--- src/rtl/adc_pkg.sv ---
// Shared constants and FSM state encoding for the ADC sample framer.
package adc_pkg;

  localparam int ADC_BITS   = 12;
  localparam int FRAME_BITS = 16;
  localparam int ADC_OFFSET = 2048;

  typedef enum logic [2:0] {
    ST_IDLE,
    ST_CS_SETUP,
    ST_SHIFT,
    ST_DONE,
    ST_WAIT
  } adc_state_e;

  // Offset-binary ADC code to a signed value centred on mid-scale.
  function automatic logic signed [ADC_BITS:0] adc_center(input logic [ADC_BITS-1:0] raw);
    logic signed [ADC_BITS:0] ext;
    ext = $signed({1'b0, raw});
    return ext - ADC_OFFSET[ADC_BITS:0];
  endfunction

endpackage

--- src/rtl/adc_sample_framer_tick_gen.sv ---
// Free-running sample-period counter; Tick marks count 0 while En is high.
module tick_gen #(
  parameter int SAMPLE_DIV = 5000
) (
  input  logic CLK,
  input  logic Reset,
  input  logic En,
  output logic Tick
);

  localparam int CW = (SAMPLE_DIV > 1) ? $clog2(SAMPLE_DIV) : 1;
  localparam logic [CW-1:0] LAST = CW'(SAMPLE_DIV - 1);

  logic [CW-1:0] cnt_q, cnt_d;

  always_comb begin
    cnt_d = '0;
    if (En && (cnt_q != LAST)) cnt_d = cnt_q + 1'b1;
  end

  always_ff @(posedge CLK) begin
    if (!Reset) cnt_q <= '0;
    else        cnt_q <= cnt_d;
  end

  assign Tick = En && (cnt_q == '0);

endmodule

--- src/rtl/adc_sample_framer.sv ---
// Periodic serial ADC reader producing a scaled signed sample and Enable strobe.
// Optional rail flag output Clip when ADC_CLIP_FLAG_EN is defined.
//
// state    | meaning
// IDLE     | Start low or waiting for the first tick after Start rises
// CS_SETUP | CS_n low, SCLK low for CLK_DIV cycles before the first bit
// SHIFT    | 16 SCLK periods, SDATA captured on each SCLK rise
// DONE     | CS_n high, u registered, Enable high for this one cycle
// WAIT     | between frames, next tick starts CS_SETUP
module adc_sample_framer
  import adc_pkg::*;
#(
  parameter int W          = 25,
  parameter int FRAC       = 16,
  parameter int CLK_DIV    = 4,
  parameter int SAMPLE_DIV = 5000
) (
  input  logic                CLK,
  input  logic                Reset,
  input  logic                Start,
  input  logic                SDATA,
  output logic                SCLK,
  output logic                CS_n,
  output logic signed [W-1:0] u,
  output logic                Enable,
  output logic                Busy
`ifdef ADC_CLIP_FLAG_EN
  ,
  output logic                Clip
`endif
);

  if (CLK_DIV < 1) begin : g_bad_clk_div
    $error("adc_sample_framer: CLK_DIV must be at least 1");
  end
  if ((FRAC < ADC_BITS - 1) || (FRAC > W - 2)) begin : g_bad_frac
    $error("adc_sample_framer: FRAC must lie in 11..W-2");
  end
  if (SAMPLE_DIV < 33 * CLK_DIV + 2) begin : g_bad_sample_div
    $error("adc_sample_framer: SAMPLE_DIV too small, frames would overlap ticks");
  end

  localparam int DW        = (CLK_DIV > 1) ? $clog2(CLK_DIV) : 1;
  localparam int BW        = $clog2(FRAME_BITS);
  localparam int SHIFT_AMT = FRAC - (ADC_BITS - 1);
  localparam logic [DW-1:0] DIV_LOAD = DW'(CLK_DIV - 1);
  localparam logic [BW-1:0] BIT_LOAD = BW'(FRAME_BITS - 1);

  adc_state_e                state_q, state_d;
  logic [DW-1:0]             div_q, div_d;
  logic [BW-1:0]             bit_q, bit_d;
  logic [FRAME_BITS-1:0]     shreg_q, shreg_d;
  logic                      sclk_q, sclk_d;
  logic                      cs_n_q, cs_n_d;
  logic signed [W-1:0]       u_q, u_d;
  logic                      en_q, en_d;
  logic                      busy_q, busy_d;
  logic                      tick;
  logic [ADC_BITS-1:0]       raw;
  logic signed [ADC_BITS:0]  centered;
  logic signed [W-1:0]       scaled;
  logic                      unused_hdr;

  tick_gen #(.SAMPLE_DIV(SAMPLE_DIV)) u_tick (
    .CLK  (CLK),
    .Reset(Reset),
    .En   (Start),
    .Tick (tick)
  );

  // The four leading header bits of the frame carry no sample information.
  assign raw        = shreg_q[ADC_BITS-1:0];
  assign unused_hdr = ^shreg_q[FRAME_BITS-1:ADC_BITS];
  assign centered   = adc_center(raw);
  assign scaled     = W'(centered) <<< SHIFT_AMT;

  always_comb begin
    state_d = state_q;
    div_d   = div_q;
    bit_d   = bit_q;
    shreg_d = shreg_q;
    u_d     = u_q;
    sclk_d  = 1'b0;
    cs_n_d  = 1'b1;
    en_d    = 1'b0;
    busy_d  = 1'b0;
    case (state_q)
      ST_IDLE, ST_WAIT: begin
        if (tick) begin
          state_d = ST_CS_SETUP;
          div_d   = DIV_LOAD;
          cs_n_d  = 1'b0;
          busy_d  = 1'b1;
        end else if (!Start) begin
          state_d = ST_IDLE;
        end
      end
      ST_CS_SETUP: begin
        cs_n_d = 1'b0;
        busy_d = 1'b1;
        if (div_q == '0) begin
          state_d = ST_SHIFT;
          div_d   = DIV_LOAD;
          bit_d   = BIT_LOAD;
        end else begin
          div_d = div_q - 1'b1;
        end
      end
      ST_SHIFT: begin
        cs_n_d = 1'b0;
        busy_d = 1'b1;
        sclk_d = sclk_q;
        if (div_q != '0) begin
          div_d = div_q - 1'b1;
        end else begin
          div_d = DIV_LOAD;
          if (!sclk_q) begin
            sclk_d  = 1'b1;
            shreg_d = {shreg_q[FRAME_BITS-2:0], SDATA};
          end else if (bit_q != '0) begin
            sclk_d = 1'b0;
            bit_d  = bit_q - 1'b1;
          end else begin
            state_d = ST_DONE;
            sclk_d  = 1'b0;
            cs_n_d  = 1'b1;
            en_d    = 1'b1;
            u_d     = scaled;
          end
        end
      end
      ST_DONE: begin
        state_d = Start ? ST_WAIT : ST_IDLE;
      end
      default: begin
        state_d = ST_IDLE;
      end
    endcase
  end

  always_ff @(posedge CLK) begin
    if (!Reset) begin
      state_q <= ST_IDLE;
      div_q   <= '0;
      bit_q   <= '0;
      shreg_q <= '0;
      sclk_q  <= 1'b0;
      cs_n_q  <= 1'b1;
      u_q     <= '0;
      en_q    <= 1'b0;
      busy_q  <= 1'b0;
    end else begin
      state_q <= state_d;
      div_q   <= div_d;
      bit_q   <= bit_d;
      shreg_q <= shreg_d;
      sclk_q  <= sclk_d;
      cs_n_q  <= cs_n_d;
      u_q     <= u_d;
      en_q    <= en_d;
      busy_q  <= busy_d;
    end
  end

  assign SCLK   = sclk_q;
  assign CS_n   = cs_n_q;
  assign u      = u_q;
  assign Enable = en_q;
  assign Busy   = busy_q;

`ifdef ADC_CLIP_FLAG_EN
  logic clip_q;
  logic raw_rail;

  assign raw_rail = (raw == '0) || (raw == '1);

  // Updated on the same edge as u so it is valid alongside Enable.
  always_ff @(posedge CLK) begin
    if (!Reset)    clip_q <= 1'b0;
    else if (en_d) clip_q <= raw_rail;
  end

  assign Clip = clip_q;
`else
  // Without the rail flag the sample path is unchanged.
`endif

endmodule

--- config.mk ---
export PLATFORM = sky130hd
export DESIGN_NAME = adc_sample_framer
export DESIGN_NICKNAME = d
export VERILOG_FILES = /design/src/rtl/adc_pkg.sv /design/src/rtl/adc_sample_framer_tick_gen.sv /design/src/rtl/adc_sample_framer.sv
export SDC_FILE = /design/constraint.sdc
export NUM_CORES = 1
export LEC_CHECK = 0
export BUFFER_PORTS_ARGS = -buffer_cell sky130_fd_sc_hd__buf_2
export CAP_MARGIN = 20
export CORE_UTILIZATION = 45
export DETAILED_ROUTE_END_ITERATION = 12
export PLACE_DENSITY_LB_ADDON = 0.2
export SLEW_MARGIN = 15
export SYNTH_ARGS = -nofsm -noshare
export SYNTH_HDL_FRONTEND = slang
export SYNTH_HIERARCHICAL = 1
export SYNTH_SLANG_ARGS = --single-unit
--- constraint.sdc ---
create_clock -name CLK -period 2.2 [get_ports CLK]
set_input_delay 0.22 -clock CLK [delete_from_list [all_inputs] [get_ports CLK]]
set_output_delay 0.22 -clock CLK [all_outputs]
set_load 0.03 [all_outputs]
# After elaboration in Yosys (flattened, before gate mapping)
# Cells that the tools add are included.
[classes]
div = 0
n_eq_ne = 12
mux = 25
n_mul = 0
addsub = 4
bitwise = 3
shifts = 0
n_lt_le_gt_ge = 0
reduce_logical = 18
[op_table]
columns = ["op", "n"]
rows = [
  ["$mux W3", 7],
  ["$mux W4", 4],
  ["$add A13 B1 Y13 const B", 1],
  ["$logic_not A13 Y1", 1],
  ["$ne A13 B13 Y1 const B", 1],
  ["$sub A12 B12 Y13 const B", 1],
  ["$ne A2 B2 Y1 const B", 6],
  ["$pmux W3 S4", 1],
  ["$reduce_and A5 Y1", 2],
  ["$pmux W4 S2", 1],
  ["$eq A3 B2 Y1 const B", 2],
  ["$mux W1", 6],
  ["$mux W2", 3],
  ["$pmux W2 S3", 1],
  ["$reduce_and A2 Y1", 3],
  ["$reduce_and A4 Y1", 1],
  ["$reduce_bool A2 Y1", 2],
  ["$reduce_bool A4 Y1", 1],
  ["$reduce_or A2 Y1", 2],
  ["$sub A4 B1 Y4 const B", 1],
  ["$eq A3 B1 Y1 const B", 1],
  ["$eq A3 B3 Y1 const B", 1],
  ["$logic_not A3 Y1", 1],
  ["$ne A3 B3 Y1 const B", 1],
  ["8 further kinds", 11],
]
[word_totals]
n_memories = 0
mem_bits_ro = 0
in_bits = 4
latch_bits = 0
ff_bits = 51
out_inout_bits = 29
mem_bits_rw = 0

# Logic depth before layout (Yosys ltp)
# Gate-level depths: netlist of run 1.
[depth]
word_depth = 5
depth_mapped = 8

# Modules after synthesis
# The synthesis of run 1 kept the hierarchy.
[modules_own_cells]
columns = ["mod", "cells_each", "instances", "seq_area_each_um2", "area_each_um2"]
rows = [
  ["adc_sample_framer", 153, 1, 740.7, 1571.5],
  ["tick_gen", 72, 1, 260.2, 601.8],
]

# Worst setup path before layout of run 1
# No wires, ideal clock.
[synth_path]
path_kind = "register -> register"
start = "register bit_q[0]"
end = "register u_q[16], in the netlist u[16]"
setup_ns = 0.117
stages_incl_launch_ff = 8
t_arrival_ns = 1.515
synth_period_minus_slack_ns = 1.632
n_path_buf = 1
t_required_ns = 2.083
path_slack_ns = 0.568
cell_sequence = "dfxtp_1 inv_1 ha_1 nor3b_2 and3_1 and3_4 buf_4 a22o_1"
[synth_between]
elab_chain_cells = 3
[synth_rtl]
columns = ["element", "line", "rtl"]
rows = [
  ["from (decl)", "adc_sample_framer.sv:51", "logic [BW-1:0] bit_q, bit_d;"],
  ["from (signal assigned)", "adc_sample_framer.sv:155", "bit_q <= bit_d;"],
  ["$reduce_bool A4 Y1", "adc_sample_framer.sv:120", "end else if (bit_q != '0) begin"],
  ["$not A1 Y1 (no source line)", "--", ""],
  ["$reduce_and A4 Y1 (no source line)", "--", ""],
  ["to (signal assigned)", "adc_sample_framer.sv:159", "u_q <= u_d;"],
  ["to (decl)", "adc_sample_framer.sv:55", "logic signed [W-1:0] u_q, u_d;"],
]
# Every way passes these cells.
# A chain may end at the register's enable or synchronous reset.

# Worst setup path in the final report of run 1
[layout_path]
start = "register u_tick.cnt_q[5]"
end = "register state_q[2]"
[layout_between]
elab_chain_cells = 4
elab_cells_between_ends = 6
cone_classes = "eq/ne: 1; mux: 2; reduce/logical: 3"
[layout_rtl]
columns = ["element", "line", "rtl"]
rows = [
  ["from (decl)", "adc_sample_framer_tick_gen.sv:14", "logic [CW-1:0] cnt_q, cnt_d;"],
  ["from (signal assigned)", "adc_sample_framer_tick_gen.sv:23", "else cnt_q <= cnt_d;"],
  ["$logic_not A13 Y1 *", "adc_sample_framer_tick_gen.sv:26", "assign Tick = En && (cnt_q == '0);"],
  ["$logic_and A1 B1 Y1 *", "adc_sample_framer_tick_gen.sv:26", ""],
  ["named net tick", "adc_sample_framer.sv:58", "logic tick;"],
  ["$ne A3 B3 Y1 (no source line) / $mux W3 (equally long branches)", "--", ""],
  ["$reduce_and A5 Y1 (no source line) / $pmux W3 S4 (equally long branches)", "--", ""],
  ["to (signal assigned)", "adc_sample_framer.sv:153", "state_q <= state_d;"],
  ["to (decl)", "adc_sample_framer.sv:49", "adc_state_e state_q, state_d;"],
]
# The timed path passes the listed nets; every way through them passes the cells marked *.

==> flow_metrics.py, run 1 <==
metrics = {
    "outcome": {
        "status": "completed",
    },
    "global_route": {
        "grt_overflow": 0,
        "grt_max_degree": 29,
        "grt_use_total_pct": 15.3,
        "antenna_found_initial": 0,
        "grt_pass1_wl_um": 6150,
        "grt_pass1_vias": 1403,
    },
    "yosys": {
        "synthCells": 225,
        "synth_edf_count": 0,
        "synth_warnings": 6,
        "netlist_area_mm2": 0.00217,
        "ys.flop_type": "dfxtp_1",
        "synth.avg_cell_area_um2": 9.66,
        "synth-seq-area-share_pct": 46.1,
        "async_reset_ff_share_pct": 0,
        "ys_seq_elements": 50,
        "synth.distinct_cells": 41,
    },
    "place": {
        "pre_cts_ws_ps": 449,
        "dpl.hpwl_um": 2500,
        "gp_congestion": 0.827,
        "placed_cells": 290,
        "port_buffers": 27,
    },
    "clock_network": {
        "cts_tree": "done",
        "cts_num_sinks": 50,
        "post_cts_resized": 0,
        "cts_setup_buffers": 0,
        "cts.clk_slew.worst_paths_ps": 90,
        "cts_buffer_depth": 2,
        "htreeDepth": 2,
        "ctsHoldBuffers": 0,
        "cts_buffers": 5,
        "cts_root_buf": "clkbuf_8",
        "clk_latency_ps": 300,
    },
    "finish": {
        "layout_commonest_cell": "dfxtp_1",
        "syn2layout_area_growth_pct": 10.1,
        "fillers": 413,
        "drive_gt1_share_pct": 18.3,
        "regArea_mm2": 0.00100,
        "layout.nets": 253,
        "final_cell_mix": "50 x dfxtp_1, 27 x buf_2, 22 x nor2_1",
        "multi_input_area_um2": 991,
        "stdcell_count": 298,
        "n_antenna_cell": 0,
    },
    "pwr": {
        "sw_frac_of_total_pct": 26.9,
        "power_density_mw_per_mm2": 900,
        "intPower_mw": 1.57,
        "combPwrFrac_pct": 17.4,
        "vdd_drop_max_mv": 0.408,
        "p_leak_nw": 1.04,
        "switchingPower_mw": 0.580,
        "p_seq_share_pct": 47.6,
        "p_clk_share_pct": 35.0,
    },
    "drt": {
        "wirelength_um": 3570,
        "drtIter0Drc": 62,
        "routedWlPerCell_um": 12.0,
        "ant_nets": 0,
        "drc_errors": 0,
        "via_count": 1521,
        "viasPerCell": 5.10,
        "drt-pass1-iter-count": 4,
    },
    "setup_path": {
        "critPathBufInv": 0,
        "cp_top_family": "simple AND/OR/NAND/NOR gates",
        "r2r_slack_ps": 410,
        "crit_chain": "nor4_1 > nand2_1 > nor4_1 > nor3_1 > nand2_1 > o21ai_0 > and3_1",
        "critPathLaunch": "u_tick/cnt_q[5]",
        "r2r_end": "state_q[2]",
        "path_depth": 7,
        "worstPathMaxFanout": 4,
        "r2r_start": "u_tick/cnt_q[5]",
        "crit_path_start_kind": "flip-flop",
        "reg2reg_depth": 7,
        "crit_required_ps": 2400,
        "path_class": "reg2reg",
        "crit_path_end": "state_q[2]",
        "slowest_delay_ps": 470,
        "worstPathArrival_ps": 1990,
        "end_kind": "flip-flop",
        "cp_slowest_cell": "nor4_1",
    },
    "timing": {
        "rsz0062_at_grt": "false",
        "setup_slack_ps": 411,
        "min_period_over_period_pct": 81.3,
        "fmax_mhz": 559,
        "finClkSkew_ps": 11.7,
        "maxSlewViolCount": 0,
        "hold_viol_final": 0,
        "report.final.setup_viol": 0,
        "period_minus_slack_ps": 1790,
        "finalSetupTns_ps": 0,
    },
    "floorplanning": {
        "start_util_pct": 48.2,
        "die_w_um": 71.5,
        "boundaryPins": 33,
        "fp.dieH_um": 71.5,
        "die-area_mm2": 0.00511,
        "core_mm2": 0.00450,
        "num_rows": 24,
    },
    "job": {
        "drv_cap": 0,
    },
    "hold_path": {
        "hold_path_startpoint": "SDATA",
        "hp-class": "in2reg",
    },
}
==> power groups by stage <==
stage,clock [mW],combinational [mW],sequential [mW]
final,0.753,0.375,1.03
after global routing,0.809,0.429,1.04
after CTS,0.777,0.379,1.03
after detailed placement,0,0.378,1.05
after global placement,0,0.374,1.05
after floorplan,0,0.294,1.06
==> through the flow <==
step	area (um2)	power (mW)	hold slack, ps	utilization, %
floorplan	2190	1.35	362	-
detailed placement	2260	1.42	452	50.1
global placement	2260	1.42	451	50.1
finish	2390	2.15	178	53.1
CTS	2390	2.18	173	53.1
global route	2390	2.27	168	53.1
==> how the worst min path moves through the flow <==
stage	to	cells after the start
after floorplan	u_tick/cnt_q[11]	2
after global routing	shreg_q[0]	3
after global placement	u[9]	1
final	shreg_q[0]	3
after CTS	shreg_q[0]	3
after detailed placement	u[8]	1
==> cell type report <==
class | instances | share of cell area, %
well taps | 52 | 2.72
inverters | 13 | 2.04
clock inverters | 3 | 2.88
clock buffers | 5 | 2.88
repair buffers | 29 | 6.27
flip-flops and latches | 50 | 41.8
multi-input cells | 146 | 41.4
==> tightest hold or removal path, stage by stage <==
cell     delay [ps]
buf_2            80
mux2i_1          50
nor2b_1         100
==> kinds of logic after synthesis <==
| family | after synthesis | synth area share, % |
|---|---|---|
| AO/OA/AOI/OAI | 32 | 11.2 |
| XOR/XNOR | 12 | 4.84 |
| adder cells (fa/ha/maj) | 4 | 2.30 |
| buffers and inverters | 33 | 9.04 |
| flip-flops | 50 | 46.1 |
| multiplexers | 12 | 5.53 |
| other | 1 | 0.173 |
| AND/OR/NAND/NOR | 81 | 20.8 |
==> cells in the mapped netlist (all sizes together) (3+ instances only) <==
master	count	share of area (%)
a21oi	3	0.69
a22o	12	4.8
and3	4	1.4
buf	17	6.2
clkbuf	3	0.58
dfxtp	50	46
ha	4	2.3
inv	13	2.2
mux2i	12	5.5
nand2	11	1.9
nand2b	5	1.4
nand3	8	1.8
nand3b	3	1.2
nor2	22	3.8
nor2b	12	3.5
nor3	5	1.2
nor4	4	1.4
o21ai	8	1.8
xnor2	10	4.0
==> layer usage <==
layer / global-route usage [%] / vias up / share of wire [%] / wire, um
met2: 25.1 / 26 / 46 / 1640
met3: 3.94 / 5 / 3.5 / 126
met4: 5.88 / 0 / 1.1 / 38
met5: 0 / - / 0 / 0
li1: - / 792 / - / -
met1: 19.4 / 698 / 49 / 1770
==> state kept, by name, indices dropped and copies added, names as in the netlist <==
signal,count
u_tick/cnt_q,13
shreg_q,12
u,12
bit_q,4
state_q,3
div_q,2
Busy,1
CS_n,1
Enable,1
SCLK,1
No activity file was read; power rests on OpenSTA's default activity.
==> inputs of run 2 (changes only) <==
==> constraint.sdc (replaced) <==
create_clock -name CLK -period 1.56 [get_ports CLK]
set_input_delay 0.156 -clock CLK [delete_from_list [all_inputs] [get_ports CLK]]
set_output_delay 0.156 -clock CLK [all_outputs]
set_load 0.03 [all_outputs]
==> run 2 against run 1 <==
The flow now finishes with violations (negative setup slack); sequential power grew 41%; clock skew down 1.5 ps; clock power rose by 6.4%; non-clock buffer count up 17; maximum frequency grew 14%; wire length grew 7.4%; first-iteration DRC count grew 27%; utilization rose by 3.9 points; global-route usage up 0.21 points; critical path depth shrank 1; critical endpoint is now bit_q[3]; largest cell class is now multi-input gates; highest routed layer unchanged.
==> flow_metrics.py, run 2 (same netlist as run 1, synthesis figures left out) <==
metrics = {
    "job": {
        "drv_cap": 0,
    },
    "pwr": {
        "p_seq_share_pct": 48.5,
        "vdd_drop_max_mv": 0.481,
        "switchingPower_mw": 0.934,
        "combPwrFrac_pct": 24.8,
        "intPower_mw": 2.06,
        "p_clk_share_pct": 26.7,
        "power_density_mw_per_mm2": 1170,
        "sw_frac_of_total_pct": 31.2,
        "p_leak_nw": 1.13,
    },
    "timing": {
        "fmax_mhz": 638,
        "hold_viol_final": 0,
        "rsz0062_at_grt": "true",
        "report.final.setup_viol": 1,
        "hold_slack_ps": 119,
        "period_minus_slack_ps": 1570,
        "min_period_over_period_pct": 101,
        "setup_slack_ps": -8.11,
        "maxSlewViolCount": 0,
        "finClkSkew_ps": 10.2,
    },
    "floorplanning": {
        "die_w_um": 71.5,
        "num_rows": 24,
        "fp.dieH_um": 71.5,
        "start_util_pct": 48.2,
        "die-area_mm2": 0.00511,
        "boundaryPins": 33,
        "core_mm2": 0.00450,
    },
    "place": {
        "dpl.hpwl_um": 2750,
        "port_buffers": 27,
        "gp_congestion": 0.726,
    },
    "drt": {
        "routedWlPerCell_um": 12.2,
        "via_count": 1567,
        "wirelength_um": 3840,
        "drtIter0Drc": 79,
        "ant_nets": 0,
        "drc_errors": 0,
        "drt-pass1-iter-count": 4,
        "viasPerCell": 4.97,
    },
    "clock_network": {
        "cts_root_buf": "clkbuf_8",
        "cts_tree": "done",
        "cts_num_sinks": 50,
        "cts.clk_slew.worst_paths_ps": 90,
        "htreeDepth": 2,
        "cts_setup_buffers": 0,
        "cts_buffers": 5,
        "clk_latency_ps": 310,
        "cts_buffer_depth": 2,
        "ctsHoldBuffers": 0,
    },
    "finish": {
        "layout_commonest_cell": "dfxtp_1",
        "fillers": 409,
        "multi_input_area_mm2": 0.00106,
        "syn2layout_area_growth_pct": 18.2,
        "regMostFlops": "u_tick/cnt_q",
        "fin_util_pct": 57.0,
        "drive_gt1_share_pct": 28.1,
        "final_cell_mix": "46 x dfxtp_1, 27 x buf_2, 22 x nor2_1, 17 x buf_4",
        "layout.nets": 270,
        "largest_reg_flops": 13,
        "regArea_mm2": 0.00101,
        "n_antenna_cell": 0,
    },
    "outcome": {
        "status": "complete, but fails checks",
        "violations": "negative setup slack",
    },
    "setup_path": {
        "worstPathMaxFanout": 4,
        "crit_path_start_kind": "flip-flop",
        "crit_required_ps": 1750,
        "worstPathArrival_ps": 1760,
        "path_class": "reg2reg",
        "end_kind": "flip-flop",
    },
    "global_route": {
        "grt_overflow": 0,
        "grt_use_total_pct": 15.5,
        "grt_max_degree": 20,
        "grt_pass1_vias": 1416,
        "grt_pass1_wl_um": 6290,
        "antenna_found_initial": 0,
    },
    "hold_path": {
        "hp-class": "in2reg",
    },
}
-- run 2: cell types whose count changed in the layout (fill, tap and decap cells not counted), sizes merged --
cell / delta
buf: +17
bufinv: -2
inv: +2
-- run 2: power groups by stage --
stage                     clock network [mW]  registers [mW]  logic (mW)
after detailed placement                   0            1.47       0.654
after floorplan                            0            1.50       0.417
after CTS                              0.829            1.45       0.679
after global routing                   0.895            1.47       0.826
after global placement                     0            1.47       0.649
final                                  0.801            1.45       0.744
-- run 2: critical path: stages, from the launching register on --
cell     delay, ps
dfxtp_2        340
inv_2           40
ha_4           150
nor3b_4        150
or4_4          540
nor4_4         140
o32ai_1        100
-- run 2: metrics by stage --
stage          power, mW  setup TNS (ps)  setup WS, ps  cells  area, um2
5_1_grt             3.19            -280         -87.3    315       2570
4_1_cts             2.96           -9.87         -9.87    315       2520
6_report            3.00           -8.11         -8.11    315       2570
2_1_floorplan       1.91               0          8.81    229       2200
3_3_place_gp        2.12               0          14.3    307       2400
3_5_place_dp        2.13           -28.0         -28.0    307       2400
-- run 2: layout make-up --
type / count / share of cell area [%]
multi-input combinational: 146 / 41.2
sequential: 50 / 39.2
timing repair buffer: 46 / 11.4
clock buffer: 5 / 2.68
tap: 52 / 2.53
inverter: 13 / 1.90
clock inverter: 3 / 1.12
-- run 2: path summary, 6_finish.rpt --
path	start	end	slack, ps	depth (start not counted)
setup / recovery	bit_q[0]	bit_q[3]	-8	6
hold / removal	SDATA	shreg_q[0]	120	3
setup reg to reg	bit_q[0]	bit_q[3]	-8	6
hold reg to reg	u_tick/cnt_q[0]	u_tick/cnt_q[0]	450	1
-- run 2: metal layers --
layer,track usage (%),vias up,routed length [um],part of all wire [%]
li1,-,825,-,-
met1,19.6,716,1860,48
met2,26.0,21,1830,48
met3,4.22,5,104,2.7
met4,4.58,0,43,1.1
met5,0,-,0,0
-- run 2: timing repair --
item	CTS	global route
pin swaps	3	4
gates resized for setup	4	13
setup endpoints to repair	3	30
==> inputs of run 3 (changes only) <==
--- a/config.mk
+++ b/config.mk
@@ -5,6 +5,7 @@
 export SDC_FILE = /design/constraint.sdc
 export NUM_CORES = 1
 export LEC_CHECK = 0
+export ABC_AREA = 1
 export BUFFER_PORTS_ARGS = -buffer_cell sky130_fd_sc_hd__buf_2
 export CAP_MARGIN = 20
 export CORE_UTILIZATION = 45
==> constraint.sdc (replaced) <==
create_clock -name CLK -period 1.56 [get_ports CLK]
set_input_delay 0.234 -clock CLK [delete_from_list [all_inputs] [get_ports CLK]]
set_output_delay 0.234 -clock CLK [all_outputs]
set_load 0.03 [all_outputs]
==> run 3 against run 2 <==
Largest power group unchanged; cell count rose by 27%; die area rose by 7.9%; design area rose by 0.63%; clock power barely moved; sequential power rose by 11%; register-to-register slack improved by 80 ps; sequential share of layout area fell by 0.39 points; the run now ends clean; flip-flop and latch count did not move; via count rose by 20%.
==> flow_metrics.py, run 3 <==
metrics = {
    "drt": {
        "drc_errors": 0,
        "via_count": 1888,
        "routedWlPerCell_um": 9.85,
        "drtIter0Drc": 44,
        "drt-pass1-iter-count": 4,
        "wirelength_um": 3930,
        "viasPerCell": 4.73,
        "ant_nets": 0,
    },
    "finish": {
        "fillers": 474,
        "stdcell_count": 399,
        "largest_reg_flops": 13,
        "syn2layout_area_growth_pct": 10.0,
        "layout.nets": 339,
        "regMostFlops": "u_tick/cnt_q",
        "regArea_mm2": 0.00100,
        "final_cell_mix": "64 x nand2_1, 49 x dfxtp_1, 35 x inv_1, 27 x nor2_1, 27 x buf_2",
        "n_antenna_cell": 0,
        "drive_gt1_share_pct": 22.3,
        "multi_input_area_mm2": 0.00107,
        "fin_area_mm2": 0.00258,
        "fin_util_pct": 53.0,
        "layout_commonest_cell": "nand2_1",
    },
    "timing": {
        "finalSetupTns_ps": 0,
        "hold_viol_final": 0,
        "finClkSkew_ps": 7.26,
        "report.final.setup_viol": 0,
        "hold_slack_ps": 202,
        "fmax_mhz": 673,
        "maxSlewViolCount": 0,
        "min_period_over_period_pct": 95.2,
        "rsz0062_at_grt": "true",
        "period_minus_slack_ps": 1490,
        "setup_slack_ps": 74.1,
    },
    "job": {
        "drv_cap": 0,
    },
    "yosys": {
        "synth.distinct_cells": 29,
        "synth_xor_area_share_pct": 1.86,
        "yosys-mux-area-fraction_pct": 0,
        "synth-compound-area-share_pct": 12.2,
        "synthCells": 308,
        "ys.flop_type": "dfxtp_1",
        "synth_edf_count": 0,
        "ys_seq_elements": 50,
        "synth_largest_area_cell": "dfxtp_1",
        "synth_top_area_share_pct": 42.6,
        "synth_common_cells": "64 x nand2_1, 50 x dfxtp_1, 35 x inv_1",
        "synth_top_family_by_area": "simple AND/OR/NAND/NOR gates",
        "async_reset_ff_share_pct": 0,
        "synthSimpleGateAreaFrac_pct": 27.9,
        "synth_fa_ha_area_share_pct": 2.13,
        "ys_top_cells_by_area": "dfxtp_1 43%, nand2_1 10%, inv_1 5.6%",
        "netlist_area_mm2": 0.00235,
        "yosysMostFrequentCell": "nand2_1",
        "synth.avg_cell_area_um2": 7.63,
        "synth_warnings": 6,
        "synth-seq-area-share_pct": 42.6,
    },
    "clock_network": {
        "ctsHoldBuffers": 0,
        "cts_num_sinks": 50,
        "cts_setup_buffers": 0,
        "cts_root_buf": "clkbuf_8",
        "cts_buffer_depth": 2,
        "cts_tree": "done",
        "post_cts_resized": 0,
        "htreeDepth": 2,
        "cts_buffers": 5,
        "cts.clk_slew.worst_paths_ps": 90,
        "clk_latency_ps": 310,
    },
    "floorplanning": {
        "start_util_pct": 48.2,
        "boundaryPins": 33,
        "num_rows": 25,
        "die_w_um": 74.3,
        "die-area_mm2": 0.00551,
        "core_mm2": 0.00488,
        "fp.dieH_um": 74.3,
    },
    "global_route": {
        "antenna_found_initial": 0,
        "grt_pass1_vias": 1542,
        "grt_overflow": 0,
        "grt_pass1_wl_um": 6570,
        "grt_use_total_pct": 15.4,
        "grt_max_degree": 24,
    },
    "pwr": {
        "p_seq_share_pct": 44.4,
        "switchingPower_mw": 1.38,
        "p_leak_nw": 1.09,
        "combPwrFrac_pct": 33.4,
        "sw_frac_of_total_pct": 38.1,
        "p_clk_share_pct": 22.1,
        "power_mw": 3.63,
        "intPower_mw": 2.25,
        "power_density_mw_per_mm2": 1400,
        "vdd_drop_max_mv": 0.507,
    },
    "setup_path": {
        "end_kind": "flip-flop",
        "slowest_delay_ps": 340,
        "cp_slowest_cell": "dfxtp_2",
        "crit_required_ps": 1770,
        "path_class": "reg2reg",
        "crit_chain": "inv_1 > ha_1 > nand4_1 > nor3_2 > inv_1 > nand3_1 > nand3_1 > nor2_2 > nand2_1 > nand2_1 > nor2_1",
        "worstPathMaxFanout": 4,
        "critPathBufInv": 2,
        "worstPathArrival_ps": 1690,
        "cp_top_family": "simple AND/OR/NAND/NOR gates",
        "crit_path_start_kind": "flip-flop",
    },
    "place": {
        "dpl.hpwl_um": 2910,
        "port_buffers": 27,
        "gp_congestion": 0.753,
        "placedInstanceArea_mm2": 0.00247,
        "placed_cells": 391,
        "pre_cts_ws_ps": 28.3,
    },
    "outcome": {
        "status": "completed",
    },
    "hold_path": {
        "hp-class": "in2reg",
    },
}
==> run 3: logic make-up after synthesis <==
logic type | Yosys count
adders and majority gates | 4
xor gates and xnor gates | 5
DFF | 50
and+or+nand+nor | 139
other | 1
AOI/OAI and AO/OA | 50
buffers and inverters | 59
==> run 3: area by class of cell <==
cell class,instances,area share [%]
multi-input cells,203,41.3
flip-flops and latches,50,38.8
repair buffers,32,7.16
inverters,39,5.66
well taps,67,3.24
clock buffers,6,3.19
clock inverters,2,0.678
==> run 3: metal layers <==
layer / track usage, % / wire length, um / vias to the layer above
li1: - / - / 1008
met1: 19.8 / 1970 / 843
met2: 24.7 / 1760 / 28
met3: 3.25 / 114 / 9
met4: 7.55 / 83 / 0
met5: 0 / 0 / -
==> run 3: final timing paths <==
| check | slack, ps | from | endpoint | cells after the start |
|---|---|---|---|---|
| max | 70 | u_tick/cnt_q[0] | state_q[2] | 11 |
| max reg2reg | 70 | u_tick/cnt_q[0] | state_q[2] | 11 |
| min | 200 | SDATA | shreg_q[0] | 3 |
| min reg2reg | 430 | u_tick/cnt_q[0] | u_tick/cnt_q[0] | 1 |
==> run 3: power groups by stage <==
stage               registers [mW]  clock network, mW  logic [mW]
finish                        1.61              0.804        1.21
global route                  1.65              0.886        1.39
floorplan                     1.67                  0       0.963
CTS                           1.61              0.825        1.21
global placement              1.64                  0        1.20
detailed placement            1.64                  0        1.21
==> run 3: tightest hold or removal path, stage by stage <==
cell and delay [ps]:
buf_2 70, o21ai_0 70, a21oi_1 100
